==> src/rtl/io_pkg.sv <==
// Shared types and constants for the I/O port controller: converter FSM states
// and active-low gfedcba segment patterns.
package io_pkg;

  typedef enum logic [1:0] {
    IDLE,
    LOAD,
    SHIFT,
    DONE
  } conv_state_e;

  localparam logic [6:0] SEG_0     = 7'h40;
  localparam logic [6:0] SEG_1     = 7'h79;
  localparam logic [6:0] SEG_2     = 7'h24;
  localparam logic [6:0] SEG_3     = 7'h30;
  localparam logic [6:0] SEG_4     = 7'h19;
  localparam logic [6:0] SEG_5     = 7'h12;
  localparam logic [6:0] SEG_6     = 7'h02;
  localparam logic [6:0] SEG_7     = 7'h78;
  localparam logic [6:0] SEG_8     = 7'h00;
  localparam logic [6:0] SEG_9     = 7'h10;
  localparam logic [6:0] SEG_DASH  = 7'h3F;
  localparam logic [6:0] SEG_BLANK = 7'h7F;

endpackage

==> src/rtl/bcd_to_7seg.sv <==
// Decodes one BCD digit to active-low gfedcba segments; non-decimal codes
// blank the digit.
module bcd_to_7seg
  import io_pkg::*;
(
  input  logic [3:0] digit_i,
  output logic [6:0] seg_o
);

  always_comb begin
    seg_o = SEG_BLANK;
    case (digit_i)
      4'd0: seg_o = SEG_0;
      4'd1: seg_o = SEG_1;
      4'd2: seg_o = SEG_2;
      4'd3: seg_o = SEG_3;
      4'd4: seg_o = SEG_4;
      4'd5: seg_o = SEG_5;
      4'd6: seg_o = SEG_6;
      4'd7: seg_o = SEG_7;
      4'd8: seg_o = SEG_8;
      4'd9: seg_o = SEG_9;
      default: seg_o = SEG_BLANK;
    endcase
  end

endmodule

==> src/rtl/io_port_controller.sv <==
// Memory-mapped switch reader and binary-to-7-segment display writer using a
// serial double-dabble converter. Define IO_DEBOUNCE_EN to add switch debouncing.
module io_port_controller
  import io_pkg::*;
#(
  parameter int DATA_W     = 32,
  parameter int SW_W       = 10,
  parameter int N_DIGITS   = 8,
  parameter int DEB_CYCLES = 16
) (
  input  logic                  clock,
  input  logic                  reset,
  input  logic                  io_en,
  input  logic                  io_sel,
  input  logic [SW_W-1:0]       switch_dado,
  input  logic [DATA_W-1:0]     entrada_dado,
  output logic [DATA_W-1:0]     saida_dado,
  output logic [7*N_DIGITS-1:0] hex,
  output logic                  busy,
  output logic                  overflow
);

  localparam int BCD_W = 4 * N_DIGITS;
  localparam int CNT_W = $clog2(DATA_W + 1);

  if (SW_W > DATA_W) begin : g_bad_sw_w
    $error("SW_W must not exceed DATA_W");
  end
  if (DEB_CYCLES < 1) begin : g_bad_deb
    $error("DEB_CYCLES must be at least 1");
  end

  logic [SW_W-1:0] sw_meta_q, sw_sync_q, sw_cond;

  always_ff @(posedge clock or posedge reset) begin
    if (reset) begin
      sw_meta_q <= '0;
      sw_sync_q <= '0;
    end else begin
      sw_meta_q <= switch_dado;
      sw_sync_q <= sw_meta_q;
    end
  end

`ifdef IO_DEBOUNCE_EN
  localparam int DEB_W = $clog2(DEB_CYCLES + 1);

  logic [DEB_W-1:0] deb_cnt_q [SW_W];
  logic [SW_W-1:0]  deb_val_q;

  // A bit that returns to its accepted level restarts its counter, so only an
  // unbroken run of DEB_CYCLES differing samples is accepted.
  always_ff @(posedge clock or posedge reset) begin
    if (reset) begin
      deb_val_q <= '0;
      for (int b = 0; b < SW_W; b++) deb_cnt_q[b] <= '0;
    end else begin
      for (int b = 0; b < SW_W; b++) begin
        if (sw_sync_q[b] == deb_val_q[b]) begin
          deb_cnt_q[b] <= '0;
        end else if (deb_cnt_q[b] == DEB_W'(DEB_CYCLES - 1)) begin
          deb_val_q[b] <= sw_sync_q[b];
          deb_cnt_q[b] <= '0;
        end else begin
          deb_cnt_q[b] <= deb_cnt_q[b] + 1'b1;
        end
      end
    end
  end

  assign sw_cond = deb_val_q;
`else
  assign sw_cond = sw_sync_q;
`endif

  conv_state_e           state_q, state_d;
  logic [DATA_W-1:0]     rd_q, rd_d;
  logic [DATA_W-1:0]     pend_val_q, pend_val_d;
  logic [DATA_W-1:0]     shreg_q, shreg_d;
  logic                  pend_q, pend_d;
  logic                  ovf_work_q, ovf_work_d;
  logic                  ovf_q, ovf_d;
  logic [BCD_W-1:0]      bcd_q, bcd_d, bcd_adj;
  logic [CNT_W-1:0]      bitcnt_q, bitcnt_d;
  logic [7*N_DIGITS-1:0] hex_q, hex_d, seg_w;

  for (genvar k = 0; k < N_DIGITS; k++) begin : g_dec
    bcd_to_7seg u_dec (
      .digit_i (bcd_q[4*k +: 4]),
      .seg_o   (seg_w[7*k +: 7])
    );
  end

  always_comb begin
    bcd_adj = bcd_q;
    for (int k = 0; k < N_DIGITS; k++) begin
      if (bcd_q[4*k +: 4] >= 4'd5) bcd_adj[4*k +: 4] = bcd_q[4*k +: 4] + 4'd3;
    end
  end

  // A write is applied after the FSM so that a write on the LOAD edge stays
  // pending rather than being cleared with the value just consumed.
  always_comb begin
    state_d    = state_q;
    rd_d       = rd_q;
    pend_d     = pend_q;
    pend_val_d = pend_val_q;
    shreg_d    = shreg_q;
    bcd_d      = bcd_q;
    bitcnt_d   = bitcnt_q;
    ovf_work_d = ovf_work_q;
    ovf_d      = ovf_q;
    hex_d      = hex_q;

    case (state_q)
      IDLE: begin
        if (pend_q) state_d = LOAD;
      end
      LOAD: begin
        shreg_d    = pend_val_q;
        pend_d     = 1'b0;
        bcd_d      = '0;
        bitcnt_d   = '0;
        ovf_work_d = 1'b0;
        state_d    = SHIFT;
      end
      SHIFT: begin
        bcd_d    = {bcd_adj[BCD_W-2:0], shreg_q[DATA_W-1]};
        shreg_d  = {shreg_q[DATA_W-2:0], 1'b0};
        bitcnt_d = bitcnt_q + 1'b1;
        if (bcd_adj[BCD_W-1]) ovf_work_d = 1'b1;
        if (bitcnt_q == CNT_W'(DATA_W - 1)) state_d = DONE;
      end
      DONE: begin
        hex_d   = ovf_work_q ? {N_DIGITS{SEG_DASH}} : seg_w;
        ovf_d   = ovf_work_q;
        state_d = IDLE;
      end
      default: state_d = IDLE;
    endcase

    if (io_en && io_sel) rd_d = DATA_W'(sw_cond);
    if (io_en && !io_sel) begin
      pend_d     = 1'b1;
      pend_val_d = entrada_dado;
    end
  end

  always_ff @(posedge clock or posedge reset) begin
    if (reset) begin
      state_q    <= IDLE;
      rd_q       <= '0;
      pend_q     <= 1'b0;
      pend_val_q <= '0;
      shreg_q    <= '0;
      bcd_q      <= '0;
      bitcnt_q   <= '0;
      ovf_work_q <= 1'b0;
      ovf_q      <= 1'b0;
      hex_q      <= {N_DIGITS{SEG_0}};
    end else begin
      state_q    <= state_d;
      rd_q       <= rd_d;
      pend_q     <= pend_d;
      pend_val_q <= pend_val_d;
      shreg_q    <= shreg_d;
      bcd_q      <= bcd_d;
      bitcnt_q   <= bitcnt_d;
      ovf_work_q <= ovf_work_d;
      ovf_q      <= ovf_d;
      hex_q      <= hex_d;
    end
  end

  assign saida_dado = rd_q;
  assign hex        = hex_q;
  assign overflow   = ovf_q;
  assign busy       = (state_q != IDLE);

endmodule

==> config.mk <==
export PLATFORM = sky130hd
export DESIGN_NAME = io_port_controller
export DESIGN_NICKNAME = d
export VERILOG_FILES = /design/src/rtl/io_pkg.sv /design/src/rtl/bcd_to_7seg.sv /design/src/rtl/io_port_controller.sv
export SDC_FILE = /design/constraint.sdc
export NUM_CORES = 1
export LEC_CHECK = 0
export CORE_ASPECT_RATIO = 0.7
export CORE_MARGIN = 2
export CORE_UTILIZATION = 55
export CTS_BUF_LIST = sky130_fd_sc_hd__clkbuf_8 sky130_fd_sc_hd__clkbuf_16
export CTS_CLUSTER_SIZE = 20
export DETAILED_ROUTE_END_ITERATION = 8
export PLACE_DENSITY_LB_ADDON = 0.25
export SLEW_MARGIN = 25
export SYNTH_ARGS = -nofsm -noshare
export SYNTH_HDL_FRONTEND = slang
export SYNTH_SLANG_ARGS = --single-unit
==> constraint.sdc <==
create_clock -name clock -period 8.4 [get_ports clock]
set_input_delay 1.68 -clock clock [delete_from_list [all_inputs] [get_ports clock]]
set_output_delay 1.68 -clock clock [all_outputs]
set_load 0.01 [all_outputs]
-- Yosys cells after proc, flatten, opt, wreduce, memory -nomap -nowiden
Memories as Yosys holds them, arrays and structs flattened.
Cells that the tools add are included.
- add/sub/neg operators: 9
- order comparisons: 8
- equal/unequal tests: 7
- mux-type cells: 19
- reductions and logical operators: 9
- operators by type and width (operator ; number):
    case mux 32 bit (2 select lines) ; 2
    2-to-1 mux 56 bit ; 1
    adder 4 x 2 -> 4 bit (second input constant) ; 8
    greater-or-equal comparator 4 x 3 -> 1 bit (second input constant) ; 8
    2-to-1 mux 4 bit ; 8
    case mux 6 bit (2 select lines) ; 1
    case mux 2 bit (4 select lines) ; 1
    adder 6 x 1 -> 6 bit (second input constant) ; 1
    equality test 6 x 5 -> 1 bit (second input constant) ; 1
    inequality test 2 bit (second input constant) ; 3
    nonzero test 2 bit ; 3
    equality test 2 bit (second input constant) ; 2
    2-to-1 mux 2 bit ; 2
    AND reduction 2 bit ; 2
    2-to-1 mux 1 bit ; 3
    equality test 2 x 1 -> 1 bit (second input constant) ; 1
    logical AND 1 bit ; 2
    logical NOT 2 bit ; 1
    case mux 1 bit (2 select lines) ; 1
    logical NOT 1 bit ; 1
- flip-flop bits (word level): 193
- bits in read-only memories: 896
- memories kept: 8
- memory list (name ; words ; bits a word ; read ports ; clocked after memory_dff ; wr ports ; line ; RTL):
    (no name shown) ; 16 ; 7 ; 1 ; 0 ; 0 ; bcd_to_7seg.sv:12 ; case (digit_i)
    (no name shown) ; 16 ; 7 ; 1 ; 0 ; 0 ; bcd_to_7seg.sv:12 ;
    (no name shown) ; 16 ; 7 ; 1 ; 0 ; 0 ; bcd_to_7seg.sv:12 ;
    (no name shown) ; 16 ; 7 ; 1 ; 0 ; 0 ; bcd_to_7seg.sv:12 ;
    (no name shown) ; 16 ; 7 ; 1 ; 0 ; 0 ; bcd_to_7seg.sv:12 ;
    (no name shown) ; 16 ; 7 ; 1 ; 0 ; 0 ; bcd_to_7seg.sv:12 ;
    +2 memories ; n/a ; n/a ; n/a ; n/a ; n/a ; n/a ;

-- Logic depth before layout (Yosys ltp)
Gate-level depths: netlist (run 1).
- word-level depth: 4
- depth in mapped cells: 7

-- By module
A second synthesis (run 1) with hierarchy kept.
- cell total of the unflattened synthesis: 1043
- area total of the unflattened synthesis: 10311.1 um^2
- modules (own cells, without submodules) (module ; times used ; cells an instance ; area an instance (um^2)):
    io_port_controller ; 1 ; 779 ; 8629.5
    bcd_to_7seg ; 8 ; 33 ; 210.2

-- Worst setup path after synthesis (run 1)
No wires, ideal clock.
- kind: input port to flip-flop
- from: in io_en
- to: reg pend_val_q[10]
- arrival time: 2459 ps
- required time: 8272 ps
- path slack: 5814 ps
- cell stages on the path: 4
- path through: nor2b_1 > buf_2 > buf_2 > mux2_1
- longest elaborated chain between the ends: 1
- RTL lines (item ; line ; RTL):
    start, declared ; io_port_controller.sv:13 ; input logic io_en,
    logical AND 1 bit ; io_port_controller.sv:143 ; if (io_en && !io_sel) begin
    end signal, assigned ; io_port_controller.sv:165 ; pend_val_q <= pend_val_d;
    end, declared ; io_port_controller.sv:78 ; logic [DATA_W-1:0] pend_val_q, pend_val_d;
No other way between the ends.
A chain may end at the register's enable or synchronous reset.

-- Final worst setup path (run 1)
- from: reg state_q[0]
- to: out busy
- longest elaborated chain between the ends: 1
- RTL lines (item ; line ; RTL):
    start, declared ; io_port_controller.sv:76 ; conv_state_e state_q, state_d;
    start signal, assigned ; io_port_controller.sv:162 ; state_q <= state_d;
    nonzero test 2 bit ; io_port_controller.sv:178 ; assign busy = (state_q != IDLE);
    end, declared ; io_port_controller.sv:19 ; output logic busy,
No other way between the ends.

==> results.sh, run 1 <==
export IMPL_cts_tree="built"
export IMPL_cp_depth=4
export IMPL_cts_sinks=193
export IMPL_endpoint="busy"
export IMPL_cts_buffer_depth=2
export IMPL_num_rows=39
export IMPL_h_tree_depth=4
export IMPL_finalWirelength_um=18300
export IMPL_routed_via_density=5.42
export IMPL_coreArea_um2=16400
export IMPL_rrSetupSlack_ns=5.89
export IMPL_final_nets=1062
export IMPL_grt_setup_unrepaired="false"
export IMPL_layout_setup_ws_ns=4.97
export IMPL_cp_top_family="buffers and inverters"
export IMPL_drtIter0Drc=419
export IMPL_wl_per_cell_um=15.1
export IMPL_rr_worst_depth=6
export IMPL_seq_power_share_pct=38.7
export IMPL_synth_async_reset_ratio_pct=100
export IMPL_vias=6542
export IMPL_die_x_um=160
export IMPL_powerDensity_nw_per_um2=314
export IMPL_track_usage_pct=21.3
export IMPL_internal_power_mw=2.23
export IMPL_hp_class="reg2reg"
export IMPL_clkSlewWorstSetupHoldPaths_ns=0.07
export IMPL_power_switching_mw=1.25
export IMPL_dr_pass1_iters=4
export IMPL_initial_core_util_pct=56.7
export IMPL_ys_warn_count=0
export IMPL_skew_ns=0.00903
export IMPL_grt_pass1_wl_um=31000
export IMPL_crit_top_cell="inv_1"
export IMPL_worstSetupStartpointType="flip-flop"
export IMPL_ys_top_cells_by_count="dfrtp_1, nor2_1, a21oi_1"
export IMPL_r2r_end="hex[2]$_DFFE_PP0N_"
export IMPL_clk_latency_ns=0.43
export IMPL_slew_violations=0
export IMPL_io_pins=136
export IMPL_crit_start="state_q[0]$_DFFE_PP0P_"
export IMPL_fin_util_pct=67.4
export IMPL_cp_required_ns=6.72
export IMPL_max_cap_viol_count=0
export IMPL_endpoint_kind="output pin"
export IMPL_vdd_drop_max_mv=0.191
export IMPL_yosysTopAreaCell="dfrtp_1"
export IMPL_drc_errors=0
export IMPL_grt_pass1_vias=6264
export IMPL_critPathBufInv=3
export IMPL_io_buffers=113
export IMPL_areaGrowthSynthToFinish_pct=18.8
export IMPL_synth_edf_count=0
export IMPL_synth_area_leaders="dfrtp_1, ha_1, nor2_1"
export IMPL_grt_max_degree=140
export IMPL_postCtsSetupRepairBufs=0
export IMPL_max_freq_ghz=0.292
export IMPL_outcome="finished clean"
export IMPL_gr_total_overflow=0
export IMPL_rr_startpoint="state_q[0]$_DFFE_PP0P_"
export IMPL_setup_tns_ns=0
export IMPL_antenna_found_initial=0
export IMPL_cts_buffers=17
export IMPL_crit_fanout=4
export IMPL_swShare_pct=36.0
export IMPL_syn_area_um2=9330
export IMPL_num_antenna_cells=0
export IMPL_ys_types=41
export IMPL_crit_chain="inv_1 > ha_4 > inv_1 > clkdlybuf4s50_1"
export IMPL_setup_viol=0
export IMPL_cpMaxStageDelayCell="clkdlybuf4s50_1"
export IMPL_hold_viol=0
export IMPL_fp_dieArea_um2=18000
export IMPL_ys_ff_latch=193
export IMPL_cts_resized=0
export IMPL_critPathKind="reg2out"
export IMPL_synthFlopType="dfrtp_1"
export IMPL_power_share_combinational_pct=37.8
export IMPL_synth_seq_area_share_pct=51.9
export IMPL_post_route_period_util_pct=40.8
export IMPL_arrival_ns=1.75
export IMPL_multi_input_area_um2=4020
export IMPL_yosysMostFrequentCell="dfrtp_1"
export IMPL_seqCellArea_um2=4840
export IMPL_cp_slowest_stage_delay_ns=0.58
export IMPL_clkPwrFrac_pct=23.5
export IMPL_dpl_worst_slack_ns=4.75
export IMPL_max_slew_margin_rel_pct=33.6
export IMPL_period_minus_slack_ns=3.43
export IMPL_p_leak_nw=4.65
export IMPL_final_layout_size_suffix_gt1_share_pct=8.95
export IMPL_final_antenna_net_count=0
export IMPL_die_height_um=113
export IMPL_dpl_hpwl_um=11900
export IMPL_netlist_area_leader_share_pct=49.6
export IMPL_postSynthAreaPerCell_um2=10.5
export IMPL_cts_root_buf="clkbuf_16"
export IMPL_gp_congestion=0.829
export IMPL_postSynthCellCount=885
export IMPL_hold_buffers=0
export IMPL_fill_cells=1312
export IMPL_worst_pin_slew_ns=0.993
[metrics by stage]
stage | area (µm²) | total power, mW | instances | hold WS (ns)
floorplan | 9410 | 2.21 | 906 | 0.331
global placement | 10500 | 2.64 | 1176 | 0.331
detailed placement | 10500 | 2.68 | 1176 | 0.336
CTS | 11100 | 3.51 | 1208 | 0.353
global route | 11100 | 3.72 | 1208 | 0.358
finish | 11100 | 3.48 | 1208 | 0.351
[power by group through the flow]
stage / sequential (mW) / clock, mW / combinational (mW)
final: 1.35 / 0.818 / 1.32
after CTS: 1.35 / 0.834 / 1.33
after global placement: 1.36 / 0 / 1.29
after detailed placement: 1.36 / 0 / 1.32
after floorplan: 1.39 / 0 / 0.824
after global routing: 1.38 / 0.872 / 1.46
[area by class of cell]
cell class | count | share of cell area, %
Sequential cell | 193 | 43.7
Multi-Input combinational cell | 598 | 36.3
Timing Repair Buffer | 117 | 10.5
Clock buffer | 20 | 4.21
Tap cell | 225 | 2.54
Inverter | 43 | 1.52
Clock inverter | 12 | 1.28
[sequential cells by signal, indices dropped and copies added (netlist names)]
signal	flops
sw_meta_q	10
saida_dado	10
pend_val_q	32
bitcnt_q	6
ovf_work_q	1
bcd_q	32
pend_q	1
overflow	1
sw_cond	10
hex	56
shreg_q	32
state_q	2
[worst min-delay path by stage]
stage                                       from              endpoint  cells past startpoint
after CTS                 sw_meta_q[7]$_DFF_PP0_  sw_cond[7]$_DFF_PP0_                      0
after global routing      sw_meta_q[8]$_DFF_PP0_  sw_cond[8]$_DFF_PP0_                      0
after global placement    sw_meta_q[6]$_DFF_PP0_  sw_cond[6]$_DFF_PP0_                      0
after detailed placement  sw_meta_q[6]$_DFF_PP0_  sw_cond[6]$_DFF_PP0_                      0
final                     sw_meta_q[8]$_DFF_PP0_  sw_cond[8]$_DFF_PP0_                      0
after floorplan           sw_meta_q[0]$_DFF_PP0_  sw_cond[0]$_DFF_PP0_                      0
[cells by family after synthesis]
kind of cell | synth area share, %
AOI/OAI and AO/OA | 14.4
and+or+nand+nor | 9.31
DFF | 51.9
buffers and inverters | 6.10
muxes | 10.5
adders and majority gates | 6.17
xor gates and xnor gates | 1.60
other | 0.0402
[placed cells by master (no fill, tap or decap), types with 9 or more instances in the layout]
cell / netlist / final
clkdlybuf4s50_1: 0 / 113
mux2_2: 28 / 28
conb_1: 1 / 22
o21a_1: 14 / 14
o21ai_0: 20 / 20
nand2b_1: 23 / 23
xnor2_1: 16 / 16
inv_1: 41 / 40
nor2_1: 134 / 134
nand2_1: 24 / 24
o22ai_1: 31 / 31
o22a_1: 10 / 10
nor3b_1: 9 / 9
a21oi_1: 97 / 97
mux2_1: 30 / 30
ha_1: 46 / 43
mux2i_1: 33 / 33
clkbuf_16: 0 / 17
o21ai_1: 13 / 13
dfrtp_1: 185 / 185
[metal layers]
layer | vias to the layer above | track usage, % | share of wire (%)
met5 | - | 0 | 0
li1 | 3177 | - | -
met3 | 13 | 5.06 | 6.4
met4 | 0 | 4.67 | 0.77
met1 | 3165 | 32.1 | 50
met2 | 187 | 31.7 | 43
No activity file was read; power rests on OpenSTA's default activity.
==> inputs of run 2 (changes only) <==
- CORE_UTILIZATION: 55 -> 49
- clock period: 8.4 -> 3.14 ns (I/O delays scaled with it)
==> results.sh, run 2 (synthesis results as in run 1) <==
export IMPL_crit_fanout=4
export IMPL_finalWirelength_um=19000
export IMPL_met2_usage_pct=28.5
export IMPL_cts_buffers=17
export IMPL_hp_class="reg2reg"
export IMPL_rr_startpoint="state_q[0]$_DFFE_PP0P_"
export IMPL_final_cell_area_um2=11200
export IMPL_worst_pin_slew_ns=0.685
export IMPL_largest_reg_flops=56
export IMPL_die_x_um=169
export IMPL_worstSetupStartpointType="flip-flop"
export IMPL_num_antenna_cells=0
export IMPL_initial_core_util_pct=49.7
export IMPL_num_rows=42
export IMPL_dr_pass1_iters=5
export IMPL_slew_violations=0
export IMPL_grt_pass1_wl_um=32100
export IMPL_max_freq_ghz=0.418
export IMPL_cts_root_buf="clkbuf_16"
export IMPL_wl_per_cell_um=15.4
export IMPL_h_tree_depth=4
export IMPL_fill_cells=1598
export IMPL_cts_resized=0
export IMPL_gr_total_overflow=0
export IMPL_fin_cells=1233
export IMPL_r2r_end="bcd_q[14]$_DFFE_PP0P_"
export IMPL_areaGrowthSynthToFinish_pct=20.0
export IMPL_final_antenna_net_count=0
export IMPL_io_pins=136
export IMPL_place_area_um2=10600
export IMPL_clkSlewWorstSetupHoldPaths_ns=0.07
export IMPL_grt_pass1_vias=6362
export IMPL_io_buffers=113
export IMPL_arrival_ns=1.77
export IMPL_rrSetupSlack_ns=1.01
export IMPL_grt_max_degree=74
export IMPL_hold_viol=0
export IMPL_outcome="finished clean"
export IMPL_dp_cells=1201
export IMPL_endpoint_kind="output pin"
export IMPL_max_cap_viol_count=0
export IMPL_fp_dieArea_um2=20200
export IMPL_drtIter0Drc=489
export IMPL_setup_tns_ns=0
export IMPL_final_nets=1070
export IMPL_post_route_period_util_pct=76.2
export IMPL_rr_worst_depth=4
export IMPL_postCtsSetupRepairBufs=0
export IMPL_cts_tree="built"
export IMPL_powerDensity_nw_per_um2=839
export IMPL_cts_sinks=193
export IMPL_coreArea_um2=18800
export IMPL_die_height_um=119
export IMPL_clk_latency_ns=0.44
export IMPL_critPathKind="reg2out"
export IMPL_endpoint="busy"
export IMPL_final_layout_size_suffix_gt1_share_pct=9.59
export IMPL_antenna_found_initial=0
export IMPL_vias=6586
export IMPL_met3_usage_pct=5.15
export IMPL_setup_viol=0
export IMPL_routed_via_density=5.34
export IMPL_final_common_cell="dfrtp_1"
export IMPL_grt_setup_unrepaired="false"
export IMPL_vdd_drop_max_mv=0.438
export IMPL_gp_congestion=0.845
export IMPL_p_leak_nw=4.69
export IMPL_crit_start="state_q[0]$_DFFE_PP0P_"
export IMPL_cp_required_ns=2.51
export IMPL_period_minus_slack_ns=2.39
export IMPL_hold_buffers=0
export IMPL_drc_errors=0
export IMPL_skew_ns=0.0102
export IMPL_dpl_hpwl_um=12800
export IMPL_mostFrequentLayoutCells="dfrtp_1, nor2_1, clkdlybuf4s50_1"
export IMPL_busiest_layer="met1"
export IMPL_use_met1_pct=30.1
export IMPL_max_slew_margin_rel_pct=54.2
export IMPL_track_usage_pct=20.0
export IMPL_cts_buffer_depth=2
[run 2: through the flow]
stage | hold WS [ns] | setup WS, ns | utilization (%) | power, mW
global route | 0.358 | 0.650 | 59.7 | 10.0
CTS | 0.350 | 0.714 | 59.7 | 9.50
finish | 0.349 | 0.746 | 59.7 | 9.39
detailed placement | 0.336 | 0.858 | 56.6 | 7.32
global placement | 0.332 | 0.891 | 56.6 | 7.21
floorplan | 0.331 | 0.0281 | - | 5.91
[run 2: layer usage]
layer  wire, µm  vias to the layer above
met5          0                        -
met4        191                        0
met3       1060                       20
met2       8130                      177
met1       9620                     3192
li1           -                     3197
[run 2: worst min-delay path by stage]
stage / from / to / slack (ns) / depth (start not counted)
after floorplan: sw_meta_q[0]$_DFF_PP0_ / sw_cond[0]$_DFF_PP0_ / 0.33 / 0
after global placement: sw_meta_q[9]$_DFF_PP0_ / sw_cond[9]$_DFF_PP0_ / 0.33 / 0
after detailed placement: sw_meta_q[6]$_DFF_PP0_ / sw_cond[6]$_DFF_PP0_ / 0.34 / 0
after CTS: sw_meta_q[3]$_DFF_PP0_ / sw_cond[3]$_DFF_PP0_ / 0.35 / 0
after global routing: sw_meta_q[3]$_DFF_PP0_ / sw_cond[3]$_DFF_PP0_ / 0.36 / 0
final: sw_meta_q[6]$_DFF_PP0_ / sw_cond[6]$_DFF_PP0_ / 0.35 / 0
[run 2: layout make-up]
type	count	area, µm²	area share (%)
well taps	242	303	2.71
multi-input cells	598	4020	35.9
flip-flops and latches	193	4840	43.2
clock inverters	13	125	1.12
inverters	43	165	1.48
clock buffers	19	453	4.05
repair buffers	125	1280	11.5
[run 2: worst max-delay path, stage by stage, from the launching register on]
cell and delay (ns):
dfrtp_1 0.41, inv_1 0.12, ha_4 0.17, inv_1 0.06
clkdlybuf4s50_1 0.57
[run 2: where the power goes]
part / switching, mW / internal (mW) / total [mW]
logic: 1.99 / 1.65 / 3.64
registers: 0.412 / 3.20 / 3.61
clock network: 0.992 / 1.15 / 2.14
==> inputs of run 3 (changes only) <==
- CORE_UTILIZATION: 49 -> 55
- clock period: 3.14 -> 2.5 ns (I/O delays scaled with it)
==> results.sh, run 3 (synthesis results as in run 1) <==
export IMPL_final_common_cell="dfrtp_1"
export IMPL_vias=6547
export IMPL_fin_cells=1216
export IMPL_drc_errors=0
export IMPL_skew_ns=0.00708
export IMPL_io_buffers=113
export IMPL_track_usage_pct=21.4
export IMPL_cts_resized=0
export IMPL_final_cell_area_um2=11200
export IMPL_cts_root_buf="clkbuf_16"
export IMPL_clk_latency_ns=0.43
export IMPL_crit_top_cell="inv_1"
export IMPL_num_antenna_cells=0
export IMPL_cts_buffer_depth=2
export IMPL_dpl_worst_slack_ns=0.591
export IMPL_clkSlewWorstSetupHoldPaths_ns=0.07
export IMPL_crit_chain="inv_1 > ha_4 > inv_1 > clkdlybuf4s50_1"
export IMPL_vdd_drop_max_mv=0.672
export IMPL_swShare_pct=36.3
export IMPL_crit_fanout=4
export IMPL_fin_util_pct=67.9
export IMPL_power_switching_mw=4.24
export IMPL_grt_setup_unrepaired="false"
export IMPL_layout_setup_ws_ns=0.213
export IMPL_cts_tree="built"
export IMPL_coreArea_um2=16400
export IMPL_grt_pass1_vias=6350
export IMPL_worstSetupStartpointType="flip-flop"
export IMPL_post_route_period_util_pct=91.5
export IMPL_cts_sinks=193
export IMPL_dpl_hpwl_um=12500
export IMPL_postCtsSetupRepairBufs=0
export IMPL_die_x_um=160
export IMPL_power_share_combinational_pct=39.0
export IMPL_cp_required_ns=2.00
export IMPL_hold_buffers=0
export IMPL_total_power_mw=11.7
export IMPL_finalWirelength_um=18300
export IMPL_setup_viol=0
export IMPL_die_height_um=113
export IMPL_hold_viol=0
export IMPL_gr_total_overflow=0
export IMPL_dp_cells=1184
export IMPL_dr_pass1_iters=4
export IMPL_outcome="finished clean"
export IMPL_grt_max_degree=83
export IMPL_cpMaxStageDelayCell="clkdlybuf4s50_1"
export IMPL_areaGrowthSynthToFinish_pct=19.7
export IMPL_h_tree_depth=4
export IMPL_place_area_um2=10600
export IMPL_endpoint_kind="output pin"
export IMPL_fp_dieArea_um2=18000
export IMPL_antenna_found_initial=0
export IMPL_seq_power_share_pct=38.7
export IMPL_powerDensity_nw_per_um2=1050
export IMPL_final_nets=1070
export IMPL_internal_power_mw=7.43
export IMPL_final_layout_size_suffix_gt1_share_pct=9.69
export IMPL_slew_violations=0
export IMPL_num_rows=39
export IMPL_cts_buffers=17
export IMPL_wl_per_cell_um=15.1
export IMPL_routed_via_density=5.38
export IMPL_worst_pin_slew_ns=0.624
export IMPL_cp_slowest_stage_delay_ns=0.57
export IMPL_max_slew_margin_rel_pct=58.4
export IMPL_hp_class="reg2reg"
export IMPL_clkPwrFrac_pct=22.3
export IMPL_initial_core_util_pct=56.7
export IMPL_drtIter0Drc=351
export IMPL_grt_pass1_wl_um=31300
export IMPL_final_antenna_net_count=0
export IMPL_period_minus_slack_ns=2.29
export IMPL_gp_congestion=0.866
export IMPL_critPathKind="reg2out"
export IMPL_io_pins=136
export IMPL_max_cap_viol_count=0
export IMPL_largest_reg_flops=56
export IMPL_arrival_ns=1.79
export IMPL_max_freq_ghz=0.437
export IMPL_p_leak_nw=4.69
export IMPL_mostFrequentLayoutCells="dfrtp_1, nor2_1, clkdlybuf4s50_1"
-- run 3: cell count changes in the layout (fill, tap and decap cells not counted) --
| cell | change |
|---|---|
| clkbuf_8 | -1 |
| inv_1 | -1 |
| bufinv_16 | -1 |
| clkinvlp_4 | -2 |
| buf_4 | -1 |
| inv_8 | +2 |
| buf_12 | +1 |
| clkinv_4 | +2 |
| clkinv_2 | +1 |
-- run 3: cell type report --
cell class,count,area (µm²)
flip-flops and latches,193,4840
clock inverters,14,121
well taps,225,282
fillers,1265,5280
inverters,43,165
clock buffers,18,439
repair buffers,125,1300
multi-input cells,598,4020
-- run 3: final timing paths --
path                                   startpoint                      to  slack (ns)  cells after the start
setup / recovery           state_q[0]$_DFFE_PP0P_                    busy        0.21                      4
hold / removal             sw_meta_q[5]$_DFF_PP0_    sw_cond[5]$_DFF_PP0_        0.35                      0
setup reg to reg           state_q[0]$_DFFE_PP0P_   bcd_q[12]$_DFFE_PP0P_        0.60                      4
hold reg to reg            sw_meta_q[5]$_DFF_PP0_    sw_cond[5]$_DFF_PP0_        0.35                      0
max in group asynchronous                   reset     hex[27]$_DFFE_PP1N_        1.27                      3
min in group asynchronous                   reset  sw_meta_q[2]$_DFF_PP0_        0.47                      2
-- run 3: per-stage QoR --
| stage | TNS (ns) | hold WS [ns] |
|---|---|---|
| 2_1_floorplan | -89.52 | 0.331 |
| 3_3_place_gp | 0 | 0.331 |
| 3_5_place_dp | 0 | 0.335 |
| 4_1_cts | 0 | 0.351 |
| 5_1_grt | 0 | 0.357 |
| 6_report | 0 | 0.350 |
-- run 3: power groups by stage --
stage / logic (mW) / registers, mW / clock network (mW)
after global placement: 4.46 / 4.55 / 0
final: 4.55 / 4.52 / 2.60
after detailed placement: 4.58 / 4.57 / 0
after floorplan: 2.77 / 4.66 / 0
after CTS: 4.59 / 4.53 / 2.66
after global routing: 5.04 / 4.64 / 2.80
-- run 3: routing by layer --
metal  up-vias  GRT usage [%]  wire length [µm]
met1      3170           31.8              9070
met5         -              0                 0
met3        18           4.95               983
met4         0           5.70               208
li1       3191              -                 -
met2       168           31.9              8080
-- run 3: worst max-delay path, delay by kind of cell, from the launching register on --
| family | cells | cell delay, ns |
|---|---|---|
| adders and majority gates | 1 | 0.18 |
| buffers and inverters | 3 | 0.77 |
| DFF | 1 | 0.41 |
